<file path="src/rtl/instruction_buffer_if.sv">
// Purpose: fetch/dispatch side bundle of the 4-lane instruction buffer.
// Latency: n/a (wiring only).
// Backpressure: fetch honours num_fetch; dispatch consumes via deq_count.
interface instruction_buffer_if;
   // fetch / decode side
   logic       flush;
   logic [2:0] in_count;
   logic [3:0] opcode_in          [0:3];
   logic [3:0] rt_in              [0:3];
   logic [3:0] ra_in              [0:3];
   logic [3:0] rb_in              [0:3];
   logic       op_a_local_dep_in  [0:3];
   logic       op_b_local_dep_in  [0:3];
   logic [3:0] op_a_owner_in      [0:3];
   logic [3:0] op_b_owner_in      [0:3];
   logic [2:0] num_fetch;
   logic       overflow;

   // dispatch side
   logic [3:0] out_valid;
   logic [3:0] opcode_out         [0:3];
   logic [3:0] rt_out             [0:3];
   logic [3:0] ra_out             [0:3];
   logic [3:0] rb_out             [0:3];
   logic       op_a_local_dep_out [0:3];
   logic [3:0] op_a_owner_out     [0:3];
   logic       op_b_local_dep_out [0:3];
   logic [3:0] op_b_owner_out     [0:3];
   logic [2:0] deq_count;

   modport master (
      output flush, in_count, opcode_in, rt_in, ra_in, rb_in,
             op_a_local_dep_in, op_b_local_dep_in, op_a_owner_in, op_b_owner_in,
             deq_count,
      input  num_fetch, overflow, out_valid, opcode_out, rt_out, ra_out, rb_out,
             op_a_local_dep_out, op_a_owner_out, op_b_local_dep_out, op_b_owner_out
   );

   modport slave (
      input  flush, in_count, opcode_in, rt_in, ra_in, rb_in,
             op_a_local_dep_in, op_b_local_dep_in, op_a_owner_in, op_b_owner_in,
             deq_count,
      output num_fetch, overflow, out_valid, opcode_out, rt_out, ra_out, rb_out,
             op_a_local_dep_out, op_a_owner_out, op_b_local_dep_out, op_b_owner_out
   );
endinterface

</file>
<file path="src/rtl/instruction_buffer.sv">
// Purpose: circular buffer of decoded instructions between 4-wide fetch and dispatch.
// Latency: 1 cycle enqueue-to-visible, never bypassed; outputs come from registered state only.
// Backpressure: num_fetch advertises free slots; an enqueue larger than that is dropped whole and flagged on overflow.
module instruction_buffer #(
   parameter int DEPTH = 8
) (
   input  logic            clk,
   input  logic            rst_n,
   instruction_buffer_if.slave ib
);

   localparam int AW = $clog2(DEPTH);
   localparam int CW = AW + 1;

   typedef struct packed {
      logic [3:0] opcode;
      logic [3:0] rt;
      logic [3:0] ra;
      logic [3:0] rb;
      logic       a_dep;
      logic [3:0] a_owner;
      logic       b_dep;
      logic [3:0] b_owner;
   } entry_t;

   entry_t        mem [DEPTH];
   logic [AW-1:0] head;
   logic [AW-1:0] tail;
   logic [CW-1:0] count;
   logic          overflow_q;

   logic [CW-1:0] free_slots;
   logic [2:0]    num_fetch_c;
   logic          enq_ok;
   logic          enq_reject;
   logic [2:0]    in_eff;
   logic [CW-1:0] deq_ext;
   logic [CW-1:0] deq_eff;
   logic [3:0]    out_valid_c;
   entry_t        in_ent  [4];
   entry_t        out_ent [4];

   // Capacity is judged on the pre-edge count, so a same-cycle dequeue never makes room.
   // in_count > 4 always exceeds num_fetch, so it writes nothing, yet it is not flagged.
   always_comb begin
      free_slots  = CW'(DEPTH) - count;
      num_fetch_c = (free_slots >= CW'(4)) ? 3'd4 : free_slots[2:0];
      enq_ok      = (ib.in_count <= num_fetch_c);
      enq_reject  = !enq_ok && (ib.in_count <= 3'd4);
      in_eff      = enq_ok ? ib.in_count : 3'd0;
      deq_ext     = CW'(ib.deq_count);
      deq_eff     = (deq_ext > count) ? count : deq_ext;
   end

   // Pack the per-lane input fields into storage entries.
   always_comb begin
      for (int i = 0; i < 4; i++) begin
         in_ent[i].opcode  = ib.opcode_in[i];
         in_ent[i].rt      = ib.rt_in[i];
         in_ent[i].ra      = ib.ra_in[i];
         in_ent[i].rb      = ib.rb_in[i];
         in_ent[i].a_dep   = ib.op_a_local_dep_in[i];
         in_ent[i].a_owner = ib.op_a_owner_in[i];
         in_ent[i].b_dep   = ib.op_b_local_dep_in[i];
         in_ent[i].b_owner = ib.op_b_owner_in[i];
      end
   end

   // Present the four oldest entries; lanes past count read as zero.
   always_comb begin
      for (int i = 0; i < 4; i++) begin
         out_valid_c[i] = (count > CW'(i));
         out_ent[i]     = out_valid_c[i] ? mem[head + AW'(i)] : '0;
         ib.opcode_out[i]         = out_ent[i].opcode;
         ib.rt_out[i]             = out_ent[i].rt;
         ib.ra_out[i]             = out_ent[i].ra;
         ib.rb_out[i]             = out_ent[i].rb;
         ib.op_a_local_dep_out[i] = out_ent[i].a_dep;
         ib.op_a_owner_out[i]     = out_ent[i].a_owner;
         ib.op_b_local_dep_out[i] = out_ent[i].b_dep;
         ib.op_b_owner_out[i]     = out_ent[i].b_owner;
      end
      ib.out_valid = out_valid_c;
      ib.num_fetch = num_fetch_c;
      ib.overflow  = overflow_q;
   end

   // Pointer, occupancy and overflow-pulse update; flush overrides both enqueue and dequeue.
   always_ff @(posedge clk or negedge rst_n) begin
      if (!rst_n) begin
         head       <= '0;
         tail       <= '0;
         count      <= '0;
         overflow_q <= 1'b0;
      end else if (ib.flush) begin
         head       <= '0;
         tail       <= '0;
         count      <= '0;
         overflow_q <= 1'b0;
      end else begin
         head       <= head + AW'(deq_eff);
         tail       <= tail + AW'(in_eff);
         count      <= count + CW'(in_eff) - deq_eff;
         overflow_q <= enq_reject;
      end
   end

   // Write accepted lanes at tail onward; the pointer add wraps naturally at DEPTH.
   always_ff @(posedge clk) begin
      if (!ib.flush && enq_ok) begin
         for (int i = 0; i < 4; i++) begin
            if (3'(i) < ib.in_count) begin
               mem[tail + AW'(i)] <= in_ent[i];
            end
         end
      end
   end

endmodule

</file>
<file path="src/flat_wrapper.sv">
// flat-port wrapper written by rule: the top's interface ports become plain ports
module instruction_buffer_flat 
#(
   parameter int DEPTH = 8
)
  (clk, rst_n, ib_flush, ib_in_count, ib_opcode_in, ib_rt_in, ib_ra_in, ib_rb_in, ib_op_a_local_dep_in, ib_op_b_local_dep_in, ib_op_a_owner_in, ib_op_b_owner_in, ib_deq_count, ib_num_fetch, ib_overflow, ib_out_valid, ib_opcode_out, ib_rt_out, ib_ra_out, ib_rb_out, ib_op_a_local_dep_out, ib_op_a_owner_out, ib_op_b_local_dep_out, ib_op_b_owner_out);
  instruction_buffer_if ib_i ();
  input  logic clk;
  input  logic rst_n;
  input wire logic [$bits(ib_i.flush)-1:0] ib_flush;
  input wire logic [$bits(ib_i.in_count)-1:0] ib_in_count;
  input wire logic [$bits(ib_i.opcode_in)-1:0] ib_opcode_in;
  input wire logic [$bits(ib_i.rt_in)-1:0] ib_rt_in;
  input wire logic [$bits(ib_i.ra_in)-1:0] ib_ra_in;
  input wire logic [$bits(ib_i.rb_in)-1:0] ib_rb_in;
  input wire logic [$bits(ib_i.op_a_local_dep_in)-1:0] ib_op_a_local_dep_in;
  input wire logic [$bits(ib_i.op_b_local_dep_in)-1:0] ib_op_b_local_dep_in;
  input wire logic [$bits(ib_i.op_a_owner_in)-1:0] ib_op_a_owner_in;
  input wire logic [$bits(ib_i.op_b_owner_in)-1:0] ib_op_b_owner_in;
  input wire logic [$bits(ib_i.deq_count)-1:0] ib_deq_count;
  output wire logic [$bits(ib_i.num_fetch)-1:0] ib_num_fetch;
  output wire logic [$bits(ib_i.overflow)-1:0] ib_overflow;
  output wire logic [$bits(ib_i.out_valid)-1:0] ib_out_valid;
  output wire logic [$bits(ib_i.opcode_out)-1:0] ib_opcode_out;
  output wire logic [$bits(ib_i.rt_out)-1:0] ib_rt_out;
  output wire logic [$bits(ib_i.ra_out)-1:0] ib_ra_out;
  output wire logic [$bits(ib_i.rb_out)-1:0] ib_rb_out;
  output wire logic [$bits(ib_i.op_a_local_dep_out)-1:0] ib_op_a_local_dep_out;
  output wire logic [$bits(ib_i.op_a_owner_out)-1:0] ib_op_a_owner_out;
  output wire logic [$bits(ib_i.op_b_local_dep_out)-1:0] ib_op_b_local_dep_out;
  output wire logic [$bits(ib_i.op_b_owner_out)-1:0] ib_op_b_owner_out;
  assign ib_i.flush = ib_flush;
  assign ib_i.in_count = ib_in_count;
  assign ib_i.opcode_in = {>>{ib_opcode_in}};
  assign ib_i.rt_in = {>>{ib_rt_in}};
  assign ib_i.ra_in = {>>{ib_ra_in}};
  assign ib_i.rb_in = {>>{ib_rb_in}};
  assign ib_i.op_a_local_dep_in = {>>{ib_op_a_local_dep_in}};
  assign ib_i.op_b_local_dep_in = {>>{ib_op_b_local_dep_in}};
  assign ib_i.op_a_owner_in = {>>{ib_op_a_owner_in}};
  assign ib_i.op_b_owner_in = {>>{ib_op_b_owner_in}};
  assign ib_i.deq_count = ib_deq_count;
  assign ib_num_fetch = ib_i.num_fetch;
  assign ib_overflow = ib_i.overflow;
  assign ib_out_valid = ib_i.out_valid;
  assign ib_opcode_out = {>>{ib_i.opcode_out}};
  assign ib_rt_out = {>>{ib_i.rt_out}};
  assign ib_ra_out = {>>{ib_i.ra_out}};
  assign ib_rb_out = {>>{ib_i.rb_out}};
  assign ib_op_a_local_dep_out = {>>{ib_i.op_a_local_dep_out}};
  assign ib_op_a_owner_out = {>>{ib_i.op_a_owner_out}};
  assign ib_op_b_local_dep_out = {>>{ib_i.op_b_local_dep_out}};
  assign ib_op_b_owner_out = {>>{ib_i.op_b_owner_out}};
  instruction_buffer #(.DEPTH(DEPTH)) u_core (.clk(clk), .rst_n(rst_n), .ib(ib_i));
endmodule
</file>
<file path="config.mk">
export PLATFORM = sky130hd
export DESIGN_NAME = instruction_buffer_flat
export DESIGN_NICKNAME = d
export VERILOG_FILES = /design/src/rtl/instruction_buffer_if.sv /design/src/rtl/instruction_buffer.sv /design/src/flat_wrapper.sv
export SDC_FILE = /design/constraint.sdc
export NUM_CORES = 1
export LEC_CHECK = 0
export CORE_UTILIZATION = 25
export DETAILED_ROUTE_END_ITERATION = 8
export GPL_TIMING_DRIVEN = 0
export PLACE_DENSITY = 0.46
export SYNTH_ARGS = -nofsm -noshare
export SYNTH_HDL_FRONTEND = slang
export SYNTH_SLANG_ARGS = --single-unit
</file>
<file path="constraint.sdc">
create_clock -name clk -period 3.95 [get_ports clk]
set_input_delay 0.395 -clock clk [delete_from_list [all_inputs] [get_ports clk]]
set_output_delay 0.395 -clock clk [all_outputs]
set_load 0.01 [all_outputs]
</file>
Word-level counts from Yosys, hierarchy flattened
Memories as Yosys holds them, arrays and structs flattened.
Cells that the tools add are included.
{"block": "totals", "ram_bits": 208, "out_inout_bits": 112, "n_memories": 1, "regBits": 11}
{"name": "u_core.mem", "depth": 8, "word_bits": 26, "rd": 4, "rd_clocked_by_memory_dff": 0, "wr": 4, "line": "instruction_buffer.sv:26", "rtl": "entry_t mem [DEPTH];"}
{"block": "op_classes", "n_lt_le_gt_ge": 12, "mux": 23, "reduce_logical": 4, "add_sub_neg": 11}
{"operator": "$mux W26", "n": 4}
{"operator": "$mux W1", "n": 13}
{"operator": "$add A3 B2 Y3 const B", "n": 4}
{"operator": "$mux W3", "n": 4}
{"operator": "$gt A4 B1 Y1 const B", "n": 2}
{"operator": "$gt A4 B2 Y1 const B", "n": 2}
{"operator": "$mux W4", "n": 2}
{"operator": "$add A3 B1 Y3 const B", "n": 2}
{"operator": "$add A3 B3 Y3", "n": 2}
{"operator": "$lt A1 B3 Y1 const A", "n": 2}
{"operator": "$lt A2 B3 Y1 const A", "n": 2}
{"operator": "$add A4 B3 Y4", "n": 1}
{"operator": "$ge A4 B3 Y1 const B", "n": 1}
{"operator": "$gt A3 B4 Y1", "n": 1}
{"operator": "$sub A4 B4 Y4", "n": 1}
{"operator": "$sub A4 B4 Y4 const A", "n": 1}
{"operator": "$le A3 B3 Y1", "n": 1}
{"operator": "$le A3 B3 Y1 const B", "n": 1}
{"operator": "$logic_and A1 B1 Y1", "n": 2}
{"operator": "$logic_not A1 Y1", "n": 2}

Longest topological paths before layout
Gate-level depths: netlist of run 1.
{"block": "depth", "depth_word": 8, "mapped_depth": 20}

Worst setup path after synthesis of run 1
No wires, ideal clock.
{"block": "synth_path", "path_type": "register to register", "from": "register u_core.count[1]", "to": "memory u_core.mem[2][0] in the netlist's numbering, enable pin", "setup_ns": 0.419, "synth_period_minus_slack_ns": 4.498, "arrival_ns": 4.079, "slack_ns": -0.548, "t_required_ns": 3.531, "stages_incl_launch_ff": 14, "cell_sequence": "dfrtp_1 > inv_1 > ha_1 > nor3_1 > a31oi_1 > nor2b_1 > inv_1 > ha_1 > nor2b_1 > o311a_4 > buf_2 > nor2_1 > nand2_1 > o2111ai_1"}
{"element": "from (decl)", "line": "instruction_buffer.sv:29", "rtl": "logic [CW-1:0] count;"}
{"element": "from (signal assigned)", "line": "instruction_buffer.sv:103", "rtl": "count <= count + CW'(in_eff) - deq_eff;"}
{"element": "to (decl)", "line": "instruction_buffer.sv:26"}

==> results of run 1 <==
-- how the worst max path moves through the flow --
stage	endpoint	slack, ps	cells after the start
finish	u_core.mem[6][2]$_DFFE_PP_	-20	14
global route	u_core.mem[6][2]$_DFFE_PP_	-30	14
floorplan	u_core.mem[4][0]$_DFFE_PP_	-100	13
CTS	ib_op_b_owner_out[3]	-30	11
global placement	u_core.mem[4][10]$_DFFE_PP_	-2750	14
detailed placement	u_core.mem[4][11]$_DFFE_PP_	-1330	16
-- synthesized netlist by cell type, types with 56 or more instances --
master      n
o22ai_1   104
mux4_2    182
clkbuf_1  127
nor2_1    172
o21ai_0   105
buf_1      56
a22oi_1   104
edfxtp_1  208
a32oi_1   104
buf_2      77
nand2_1   457
o31ai_1   104
-- power breakdown --
group	internal (W)	switching (W)
clock	0.00181	0.00123
sequential	0.00371	0.000647
combinational	0.00758	0.0112
total	0.0131	0.0131
-- cell type report --
class / instances / area (um^2)
fillers: 8024 / 53120
multi-input cells: 1551 / 12270
flip-flops and latches: 219 / 6524
repair buffers: 204 / 2090
plain buffers: 280 / 1514
well taps: 1040 / 1301
clock buffers: 29 / 725.7
clock inverters: 24 / 321.6
inverters: 23 / 97.59
diodes: 4 / 10.01
-- stage by stage --
step           instances  setup slack (ps)  hold slack [ps]  utilization (%)  instance area [um^2]
5_1_grt             3371            -25.68            219.4            31.86                 24850
6_report            3374            -15.56            159.4            31.87                 24850
3_3_place_gp        3267             -2754            635.1            29.08                 22680
2_1_floorplan       2082            -97.67            99.41                -                 19930
3_5_place_dp        3291             -1334            663.4            29.51                 23010
4_1_cts             3365            -29.59            176.7            31.62                 24650
-- flip-flops by register name (all words and copies together), names as in the netlist --
| register | cells |
|---|---|
| u_core.head | 3 |
| u_core.mem | 208 |
| u_core.count | 4 |
| u_core.tail | 3 |
| u_core.ib.overflow | 1 |
-- routing by layer --
layer	vias up	share of wire, %	GRT usage (%)
met5	-	0.038	0
met1	10685	38	37.59
met2	1898	44	45.16
met4	8	5.0	13.45
li1	8468	-	-
met3	379	13	8.151
-- cells by family (layout without fill, tap and decap cells) --
group	Yosys count	in the layout	share of synthesized area, %
AO/OA/AOI/OAI	594	594	20.61
flip-flops	219	219	32.84
buffers and inverters	312	560	6.762
XOR/XNOR	11	11	0.4853
adder cells (fa/ha/maj)	24	24	1.701
AND/OR/NAND/NOR	685	685	14.17
multiplexers	237	237	23.43
other	0	4	0
-- what timing repair did --
action                                  CTS  global route
setup buffers                            29             6
pin swaps                                12             6
resized for setup                       146            72
endpoints found under the setup margin  505           207
==> results.yml, run 1 <==
timing:
  fmax_ghz: 0.2522
  slew_violations: 0
  tns_ps: -15.56
  worst_pin_slew_ps: 1426
  fin_crit_ps: 3966
  rsz0062_at_grt: "yes"
  skew_ps: 10.80
  slew_headroom_pct: 4.943
  fin_ws_ps: -15.56
  period_share_pct: 100.4
  setup_viol: 1
  finalHoldViolCount: 0
worst_setup_path:
  critPathLaunch: "u_core.count[0]$_DFF_PN0_"
  critPathBufInv: 6
  cp-end-kind: "flip-flop"
  reg2reg_from: "u_core.count[0]$_DFF_PN0_"
  reg2regPathDepth: 14
  worstSetupPathType: "reg -> reg"
  path_max_fanout: 10
  worst_setup_path_start_kind: "flip-flop"
  max_stage_delay_ps: 920
  crit_family: "buffers and inverters"
  cp_data_required_time_ps: 4240
  worstPathArrival_ps: 4250
  slowest_stage: "clkbuf_1"
  r2r_setup_slack_ps: -20
  crit_chain: "inv_2 -> ha_4 -> nor3_4 -> a31oi_4 -> nor2b_4 -> inv_1 -> ha_4 -> nor2b_4 -> o311ai_4 -> buf_6 -> buf_4 -> clkbuf_1 -> clkbuf_1 -> a32oi_1"
  reg2reg_to: "u_core.mem[6][2]$_DFFE_PP_"
grt:
  gr-total-overflow: 0
  antenna_found_initial: 9
  track_usage_pct: 29.18
  grt_max_degree: 19
  first_global_vias: 20845
  grt_pass1_wl_um: 165200
placed_design:
  io_buffer_count: 145
  routabilityCongestion: 1.010
  hpwl_um: 86250
synthesis:
  yosysWarnings: 0
  syn_avg_cell_area_um2: 9.537
  synth_top_area_share_pct: 31.46
  synth_top_flop_cell: "edfxtp_1"
  ys_types: 53
  synthCells: 2082
  synth_area_leader_cell: "edfxtp_1"
  ys_seq_elements: 219
  async_reset_ff_share_pct: 5.023
  syn_nets: 2219
  synth-edff-count: 208
  synth_area_leaders: "edfxtp_1, mux4_2, nand2_1"
  syn_area_um2: 19860
  seq_area_frac_synth_pct: 32.84
route:
  vias_per_cell: 6.354
  avgRoutedWirePerCell_um: 36.25
  drt_pre_antenna_iters: 6
  num_vias: 21438
  drtIter0Drc: 3585
  drc: 0
  postRouteAntennaNets: 0
  routed_wl_um: 122300
die:
  fp.dieH_um: 283.8
  die_w_um: 283.8
  start_util_pct: 25.46
  row_count: 102
  coreArea_um2: 77980
  dieArea_um2: 80550
  boundaryPins: 225
cts:
  cts_hold_buf: 0
  htreeDepth: 1
  cts_buffers: 29
  cts_buffer_depth: 3
  clock-sinks: 219
  insertion_delay_ps: 590
  cts_root_buffer: "clkbuf_16"
  cts_tree: "built"
  clk_pin_slew_ps: 70
power:
  leakage_nw: 8.624
  power_w: 0.02616
  peakVddDrop_v: 0.0007433
  power.density_nw_per_um2: 1053
status:
  status: "finished, violations left"
  violations: "setup timing"
finish:
  nNetsFinal: 2445
  area_growth_syn_to_layout_pct: 25.17
  layout_commonest_cell: "nand2_1"
  drive_above_1_share_pct: 21.97
  layout_common_cells: "nand2_1, edfxtp_1, mux4_2, nor2_1, clkdlybuf4s50_1"
run:
  drv_cap: 0
hold_path:
  hp-class: "in -> async"
Power figures use the tool's default switching activity.
==> run 2, diff against run 1 <==
CAP_MARGIN = 20   (was not set)
CORE_MARGIN = 2   (was not set)
==> results.yml, run 2 (synthesis results as in run 1) <==
finish:
  nNetsFinal: 2461
  drive_above_1_share_pct: 21.85
  largestRegisters: "u_core.mem x208, u_core.count x4"
  final_area_um2: 25010
  largest_register_ffs: 208
  area_growth_syn_to_layout_pct: 25.97
  fillCellCount: 8014
  utilization_pct: 31.76
  top_register: "u_core.mem"
  layout_commonest_cell: "nand2_1"
  layout_common_cells: "nand2_1, edfxtp_1, mux4_2, nor2_1, clkdlybuf4s50_1"
timing:
  tns_ps: -50.62
  slew_violations: 0
  finalHoldViolCount: 0
  rsz0062_at_grt: "yes"
  setup_viol: 3
  fin_crit_ps: 3984
  fin_ws_ps: -33.96
  skew_ps: 14.96
  fmax_ghz: 0.2510
  slew_headroom_pct: 16.79
  period_share_pct: 100.9
  fin_hold_ws_ps: 158.8
  worst_pin_slew_ps: 1248
power:
  p_int_w: 0.01342
  clockPowerShare_pct: 11.6
  comb_power_share_pct: 71.8
  peakVddDrop_v: 0.0005295
  leakage_nw: 8.500
  power.density_nw_per_um2: 1053
  seq_power_share_pct: 16.6
  sw_frac_of_total_pct: 49.01
  p_sw_w: 0.01290
worst_setup_path:
  cp_data_required_time_ps: 4220
  cp-end-kind: "flip-flop"
  critPathBufInv: 5
  worst_setup_path_start_kind: "flip-flop"
  crit_chain: "inv_4 -> ha_4 -> nor3_2 -> a31oi_2 -> nor2b_2 -> inv_1 -> ha_1 -> nor2b_4 -> o311ai_4 -> buf_6 -> clkbuf_1 -> clkdlybuf4s15_1 -> a32oi_1"
  max_stage_delay_ps: 860
  worstSetupPathType: "reg -> reg"
  worstPathArrival_ps: 4250
  path_max_fanout: 10
  slowest_stage: "clkdlybuf4s15_1"
  crit_family: "buffers and inverters"
route:
  avgRoutedWirePerCell_um: 35.05
  drt_pre_antenna_iters: 6
  postRouteAntennaNets: 0
  vias_per_cell: 6.321
  num_vias: 21499
  drc: 0
  routed_wl_um: 119200
  drtIter0Drc: 3213
cts:
  htreeDepth: 1
  clk_pin_slew_ps: 60
  clock-sinks: 219
  cts_buffer_depth: 3
  insertion_delay_ps: 590
  cts_root_buffer: "clkbuf_16"
  cts_tree: "built"
  cts_buffers: 30
status:
  status: "finished, violations left"
  violations: "setup timing"
die:
  start_util_pct: 25.22
  fp.dieH_um: 285.8
  coreArea_um2: 78740
  die_w_um: 285.8
  row_count: 103
  dieArea_um2: 81690
  boundaryPins: 225
grt:
  use_met3_pct: 7.855
  use_met1_pct: 36.25
  grt_util_met2_pct: 43.12
  track_usage_pct: 28.21
  gr-total-overflow: 0
  top_usage_layer: "met2"
  grt_pass1_wl_um: 162900
  first_global_vias: 20783
  antenna_found_initial: 9
  grt_max_degree: 19
hold_path:
  hp-class: "in -> async"
placed_design:
  routabilityCongestion: 1.004
  dp_slack_ps: -1159
  hpwl_um: 85990
  io_buffer_count: 145
  postPlaceCellArea_um2: 23190
run:
  drv_cap: 0
==> run 2: cell types whose count changed in the layout (fill, tap and decap cells not counted), moves of 4 or more <==
cell             before  now
clkbuf_2             43   39
clkdlybuf4s15_2       6    1
clkbuf_1             81   87
buf_8                 1   12
clkdlybuf4s50_1     121  135
a21oi_1              46   50
buf_1                42   47
a21oi_2               7    3
dlymetal6s2s_1       18    3
==> run 2: final cells by class <==
type	count	area [um^2]	share of cell area, %
diodes	3	7.507	0.03001
plain buffers	278	1453	5.808
clock buffers	32	779.5	3.117
clock inverters	24	320.3	1.281
inverters	23	103.9	0.4152
multi-input cells	1551	12220	48.85
flip-flops and latches	219	6525	26.09
well taps	1050	1314	5.253
repair buffers	221	2290	9.155
==> run 2: power by group through the flow <==
stage	clock network, W	registers, W	logic, W
6_report	0.00307	0.00436	0.0189
5_1_grt	0.00316	0.00444	0.0195
4_1_cts	0.00307	0.00433	0.0182
3_5_place_dp	0	0.00437	0.0174
3_3_place_gp	0	0.00437	0.0168
2_1_floorplan	0	0.00412	0.00932
==> run 2: through the flow <==
stage               instances  total power, W
finish                   3401         0.02633
detailed placement       3312         0.02177
floorplan                2082         0.01344
CTS                      3378         0.02555
global placement         3277         0.02119
global route             3401         0.02706
==> run 2: worst paths after layout <==
| path | from | end | slack [ps] | cells after the start |
|---|---|---|---|---|
| worst min register to register | u_core.tail[0]$_DFF_PN0_ | u_core.tail[0]$_DFF_PN0_ | 680 | 2 |
| min in group clk | ib_opcode_in[2] | u_core.mem[0][24]$_DFFE_PP_ | 220 | 3 |
| worst min-delay path | rst_n | u_core.ib.overflow$_DFF_PN0_ | 160 | 1 |
| worst max-delay path | u_core.count[1]$_DFF_PN0_ | u_core.mem[6][13]$_DFFE_PP_ | -30 | 13 |
| worst max register to register | u_core.count[1]$_DFF_PN0_ | u_core.mem[6][13]$_DFFE_PP_ | -30 | 13 |
| max in group asynchronous | rst_n | u_core.head[0]$_DFF_PN0_ | 3380 | 1 |
==> run 2: timing repair <==
item | 4_1_cts | 5_1_grt
pin swaps | 10 | 12
resized for setup | 108 | 38
hold buffers | 0 | 0
setup endpoints to repair | 493 | 282
buffers inserted | 19 | 22
==> run 2: routing by layer <==
layer  wire length [um]  vias to the layer above
met2              51570                     1874
met1              45660                    10657
li1                   -                     8491
met5                 93                        -
met3              14310                      461
met4               7571                       16
